[config.mk]
export PLATFORM = sky130hd
export DESIGN_NAME = async_fifo_rd_stream
export DESIGN_NICKNAME = d
export VERILOG_FILES = /design/src/rtl/async_fifo_rd_stream.sv
export SDC_FILE = /design/constraint.sdc
export NUM_CORES = 1
export LEC_CHECK = 0
export CORE_MARGIN = 2
export CORE_UTILIZATION = 30
export CTS_BUF_LIST = sky130_fd_sc_hd__clkbuf_4 sky130_fd_sc_hd__clkbuf_8 sky130_fd_sc_hd__clkbuf_16
export DETAILED_ROUTE_END_ITERATION = 7
export SYNTH_ARGS = -nofsm -noshare
export SYNTH_HDL_FRONTEND = slang
export SYNTH_SLANG_ARGS = --single-unit
[constraint.sdc]
create_clock -name clk -period 2.41 [get_ports clk]
set_clock_uncertainty 0.05 [all_clocks]
set_input_delay 0.3615 -clock clk [delete_from_list [all_inputs] [get_ports clk]]
set_output_delay 0.3615 -clock clk [all_outputs]
set_load 0.005 [all_outputs]
[src/rtl/async_fifo_rd_stream.sv]
// rtl/async_fifo_rd_stream.sv - FIFO read port to valid/ready stream adapter with output buffer
//
// Read-side consumer for async_fifo_flags in the rd_clk domain. Issues FIFO
// reads against a credit count (buffered entries plus the one read in flight)
// so the FIFO read strobe never depends on m_ready, and presents buffered
// words as a valid/ready stream at one beat per clock.
//
// Optional feature macro: ASYNC_FIFO_RD_STREAM_STALL_CNT_EN
//   defined   - stall_count counts cycles with m_valid=1 and m_ready=0
//               (saturating, cleared by rst or flush)
//   undefined - stall_count is tied to 0
//
// Ports:
//   clk          read-domain clock (FIFO rd_clk)
//   rst          asynchronous active-high reset
//   fifo_rd_en   read strobe to the FIFO
//   fifo_rd_data FIFO read data, valid the cycle after fifo_rd_en
//   fifo_empty   FIFO empty flag
//   flush        synchronous discard of buffered and in-flight data
//   m_valid      stream beat valid
//   m_ready      downstream accept
//   m_data       stream beat data
//   occupancy    buffered entries, excluding the in-flight read
//   stall_count  stalled-beat cycle counter (optional feature)

module async_fifo_rd_stream #(
    parameter int DATA_WIDTH = 8,
    parameter int BUF_DEPTH  = 3,
    parameter int CNT_WIDTH  = 16
) (
    input  logic                               clk,
    input  logic                               rst,
    output logic                               fifo_rd_en,
    input  logic [DATA_WIDTH-1:0]              fifo_rd_data,
    input  logic                               fifo_empty,
    input  logic                               flush,
    output logic                               m_valid,
    input  logic                               m_ready,
    output logic [DATA_WIDTH-1:0]              m_data,
    output logic [$clog2(BUF_DEPTH+1)-1:0]     occupancy,
    output logic [CNT_WIDTH-1:0]               stall_count
);

    localparam int OCC_W = $clog2(BUF_DEPTH + 1);
    localparam int PTR_W = $clog2(BUF_DEPTH);
    localparam logic [OCC_W:0]   DEPTH_EXT = (OCC_W + 1)'(BUF_DEPTH);
    localparam logic [OCC_W-1:0] DEPTH_OCC = OCC_W'(BUF_DEPTH);
    localparam logic [PTR_W-1:0] LAST_PTR  = PTR_W'(BUF_DEPTH - 1);

    logic [DATA_WIDTH-1:0] buf_mem [BUF_DEPTH];
    logic [PTR_W-1:0]      head;
    logic [PTR_W-1:0]      tail;
    logic [OCC_W-1:0]      occ;
    logic                  pending;
    logic                  push;
    logic                  pop;

    function automatic logic [PTR_W-1:0] next_ptr(input logic [PTR_W-1:0] p);
        return (p == LAST_PTR) ? '0 : p + 1'b1;
    endfunction

    assign push      = pending && !flush;
    assign pop       = m_valid && m_ready && !flush;
    assign m_valid   = (occ != '0);
    assign m_data    = buf_mem[head];
    assign occupancy = occ;

    // Credit check includes the read already in flight, so a returning word
    // always has a free slot. rst gates the strobe so it drops immediately.
    assign fifo_rd_en = !rst && !fifo_empty && !flush &&
                        (({1'b0, occ} + (OCC_W + 1)'(pending)) < DEPTH_EXT);

    always_ff @(posedge clk or posedge rst) begin
        if (rst) begin
            head    <= '0;
            tail    <= '0;
            occ     <= '0;
            pending <= 1'b0;
            for (int i = 0; i < BUF_DEPTH; i++) begin
                buf_mem[i] <= '0;
            end
        end else begin
            pending <= fifo_rd_en;
            if (flush) begin
                head <= '0;
                tail <= '0;
                occ  <= '0;
            end else begin
                if (push) begin
                    buf_mem[tail] <= fifo_rd_data;
                    tail          <= next_ptr(tail);
                end
                if (pop) begin
                    head <= next_ptr(head);
                end
                case ({push, pop})
                    2'b10:   occ <= occ + 1'b1;
                    2'b01:   occ <= occ - 1'b1;
                    default: occ <= occ;
                endcase
            end
        end
    end

    // A capture into a full buffer would mean the credit check is broken.
    always_ff @(posedge clk) begin
        if (!rst && push) begin
            assert (occ != DEPTH_OCC);
        end
    end

`ifdef ASYNC_FIFO_RD_STREAM_STALL_CNT_EN
    logic [CNT_WIDTH-1:0] stall_q;

    always_ff @(posedge clk or posedge rst) begin
        if (rst) begin
            stall_q <= '0;
        end else if (flush) begin
            stall_q <= '0;
        end else if (m_valid && !m_ready && (stall_q != '1)) begin
            stall_q <= stall_q + 1'b1;
        end
    end

    assign stall_count = stall_q;
`else
    assign stall_count = '0;
`endif

endmodule
; Word-level counts from Yosys, hierarchy flattened
; Index checks and enable logic that the tools add are counted.
[op_classes]
addsub = 5
reduce_logical = 15
muxes = 14
n_bitwise = 3
n_eq_ne = 4
n_lt_le_gt_ge = 4
[ops]
columns = cell, n
row1 = bitwise mux 24 bit, 1
row2 = two-way mux 8 bit, 3
row3 = binary-select mux 8 bit (select 2 bit), 1
row4 = demux 8 bit (select 2 bit), 1
row5 = two-way mux 2 bit, 7
row6 = logical AND 1 bit, 7
row7 = "adder 2 x 1 -> 2 bit, second input constant", 3
row8 = "equality test 2 bit, second input constant", 3
row9 = "greater-or-equal comparator 3 bit, second input constant", 2
row10 = NOT 2 -> 3 bit, 2
row11 = nonzero test 2 bit, 3
row12 = one-hot mux 2 bit (2 select lines), 1
row13 = adder 2 x 1 -> 3 bit, 1
row14 = zero test 1 bit, 3
row15 = "< comparator 3 x 1 -> 1 bit, second input constant", 1
row16 = "< comparator 3 x 2 -> 1 bit, second input constant", 1
row17 = nonzero test 3 bit, 1
row18 = "equality test 2 x 1 -> 1 bit, second input constant", 1
row19 = AND reduction 2 bit, 1
row20 = "subtractor 2 x 1 -> 2 bit, second input constant", 1
row21 = NOT 1 bit, 1
[word_totals]
input_bits = 13
elab_cells = 52
output_inout_bits = 28
ff_bits = 31

; Logic depth before layout (Yosys ltp)
[depth]
ltp_word = 6
mapped_depth = 4
depth_no_buf = 4

; Worst setup path before layout
; Ideal clock, no wire load.
[synth_timing]
kind = register to output
start = reg occ[0] (netlist: occupancy[0])
end = out fifo_rd_en
required_ns = 1.999
n_path_buf = 0
slack_ns = 0.657
stages_incl_launch_ff = 5
arrival_ns = 1.341
path_cell_list = dfrtp_1 ha_1 ha_1 or4_1 a21oi_1
[synth_between]
elab_chain_cells = 3
[synth_rtl]
columns = item, line
row1 = start: declaration, 53  ; logic [OCC_W-1:0] occ;
row2 = start signal: assignment, 97  ; 2'b10: occ <= occ + 1'b1;
row3 = start signal: assignment, 98  ; 2'b01: occ <= occ - 1'b1;
row4 = adder 2 x 1 -> 3 bit, 71  ; (({1'b0, occ} + (OCC_W + 1)'(pending)) < DEPTH_EXT);
row5 = < comparator 3 x 2 -> 1 bit, 71
row6 = logical AND 1 bit, 70  ; assign fifo_rd_en = !rst && !fifo_empty && !flush &&
row7 = end: declaration, 33  ; output logic fifo_rd_en,
; Every way passes these cells.

; Worst setup path in the final report
; Ends and elaborated chain as after synthesis.

==> results.cfg <==
[floorplanning]
initial_utilization_pct = 31.26
die_y_um = 76.95
core.rowCount = 26
die_area_mm2 = 0.005921
ios = 41
coreArea_mm2 = 0.005107
die_w_um = 76.95

[pwr]
peakVddDrop_v = 0.0003174
power_density_mw_per_mm2 = 637.5
fin_total_pwr_mw = 1.306
power_leakage_nw = 0.9106

[cells_and_area]
finalNonFillerCells = 244
stdcell_area_mm2 = 0.002048
finish.utilization_pct = 40.10
nets = 188
nFillCells = 496
multi_input_area_um2 = 733.2
syn_to_final_growth_pct = 28.29
antennaDiodeCount = 0
drive_gt1_share_pct = 31.03
layout.area.seq_um2 = 775.7

[logic_synthesis]
ys_top_cells_by_area = dfrtp_1 49%, mux2_2 18%, buf_4 8.0%
synth-edff-count = 0
synthDistinctLibCells = 25
synth-seq-cells = 31
yosysTopAreaCellShare_pct = 48.59
syn_area_mm2 = 0.001597
yosysMostFrequentCell = dfrtp_1
async_reset_ff_share_pct = 100.0
synthFlopType = dfrtp_1
syn_avg_cell_area_um2 = 12.00
seq_area_frac_synth_pct = 48.59
synth_top_area_cell = dfrtp_1
ys_warn_count = 0
syn_inst = 133
yosys-top-cells-count = 31 x dfrtp_1, 25 x mux2_2, 17 x buf_4

[worst_setup_path]
path_max_fanout = 2
rr_worst_depth = 6
cp_data_required_time_ns = 2.00
critPathKind = reg2out
r2r_start = occupancy[0]
critPathLaunchType = register
ff2ff_setup_slack_ns = 0.76
endpoint_kind = output port
r2r-end = pending
arrival_ns = 1.85

[drt]
drt_wl_total_um = 3137
drt_iter0_drc = 42
wire_per_inst_um = 12.86
postRouteAntennaNets = 0
dr_total_vias = 1076
avgViaCountPerCell = 4.410
drc = 0
firstDrtPassIters = 4

[sta]
min_period_ns = 2.266
post-route-worst-setup-slack_ns = 0.1445
fmax_mhz = 441.4
setup_viol = 0
tightest_slew_ns = 0.5153
rsz0062_at_grt = false
hold_viol_final = 0
drv_slew = 0
min_period_over_period_pct = 94.01
timing.slew.headroom_pct = 65.53
hold_ws_ns = 0.4438
setup_tns_ns = 0

[cts]
clk_pin_slew_ns = 0.06
clk_path_buf_depth = 2
cts_tree = yes
cts_buffers = 5
cts_max_level = 2
clock-root-buffer = clkbuf_8
clk_latency_ns = 0.27
cts_sinks = 31

[grt]
grt_max_degree = 32
overflow = 0
antenna_found_initial = 0
grt_pass1_wl_um = 5140
grtUsageTotal_pct = 11.55
grt_pass1_vias = 1103

[flow_run]
drv_cap = 0

[outcome]
status = finished, final reports clean

[worst_hold_path]
hold_class = in2async

[place]
gp_congestion = 0.6924
dp_hpwl_um = 2322
placed_area_mm2 = 0.001934
dpl_worst_slack_ns = -0.05719
placed_cells = 235
numPortBuffers = 24
-- how the worst max path moves through the flow --
stage	startpoint	to	slack (ns)	depth (start not counted)
floorplan	occupancy[0]	fifo_rd_en	0.66	4
global placement	flush	fifo_rd_en	0.02	4
detailed placement	flush	fifo_rd_en	-0.06	4
CTS	head[0]	m_data[2]	0.16	4
global route	head[0]	m_data[3]	0.03	5
finish	occupancy[0]	fifo_rd_en	0.14	5
-- flip-flops by register name, summed over array words and instances (netlist names) --
register   flops
occupancy      2
buf_mem       24
head           2
pending        1
tail           2
-- where the power goes --
| group | switching (mW) | total [mW] | internal, mW |
|---|---|---|---|
| combinational | 0.0909 | 0.246 | 0.155 |
| sequential | 0.0319 | 0.613 | 0.581 |
| clock | 0.187 | 0.446 | 0.259 |
| total | 0.310 | 1.31 | 0.996 |
-- layout by cell type, fill, tap and decap left out --
master,instances
o22ai_1,1
buf_4,13
inv_1,3
mux2_2,25
conb_1,16
nor3_4,1
a41o_1,1
nor2b_1,1
mux2i_1,10
or3_1,1
a21oi_2,1
nand3b_1,1
or4_1,1
o21ai_0,10
nand2b_4,1
nand2_1,11
a211oi_1,1
clkbuf_8,7
nor2_1,3
a21oi_1,3
dfrtp_1,31
dlygate4sd2_1,1
clkdlybuf4s50_1,23
or2_2,2
nor3b_4,2
or3b_2,1
clkinvlp_4,1
ha_1,2
-- logic make-up after synthesis --
family                   after synthesis  synth area share (%)
adder cells (fa/ha/maj)                2                 1.567
AND/OR/NAND/NOR                       25                 10.58
multiplexers                          35                 23.90
other                                  1                0.2349
buffers and inverters                 22                 9.247
AO/OA/AOI/OAI                         17                 5.878
flip-flops                            31                 48.59
-- final cells by class --
class | count | share of cell area (%)
Clock buffer | 7 | 4.704
Clock inverter | 1 | 0.3665
Inverter | 3 | 0.5498
Multi-Input combinational cell | 95 | 35.80
Sequential cell | 31 | 37.87
Tap cell | 70 | 4.276
Timing Repair Buffer | 37 | 16.43
-- repair_timing --
action | CTS | global route
setup endpoints to repair | 1 | 0
gates resized for setup | 2 | 0
hold buffers | 0 | 0
setup buffers | 1 | 0
-- worst max-delay path: stages (launching register included) --
cell and delay [ns]:
dfrtp_1 0.38, ha_1 0.20, ha_1 0.17, or4_1 0.43
a21oi_2 0.15, dlygate4sd2_1 0.25
-- routing by layer --
metal	vias up	routed length (µm)	share of wire, %	global-route usage (%)
met5	-	0	0	0
met4	0	62	2.0	7.818
met3	7	166	5.3	4.235
met2	33	1619	52	18.33
met1	528	1289	41	12.91
li1	508	-	-	-
Note: power is estimated with default switching activity, not from simulation.
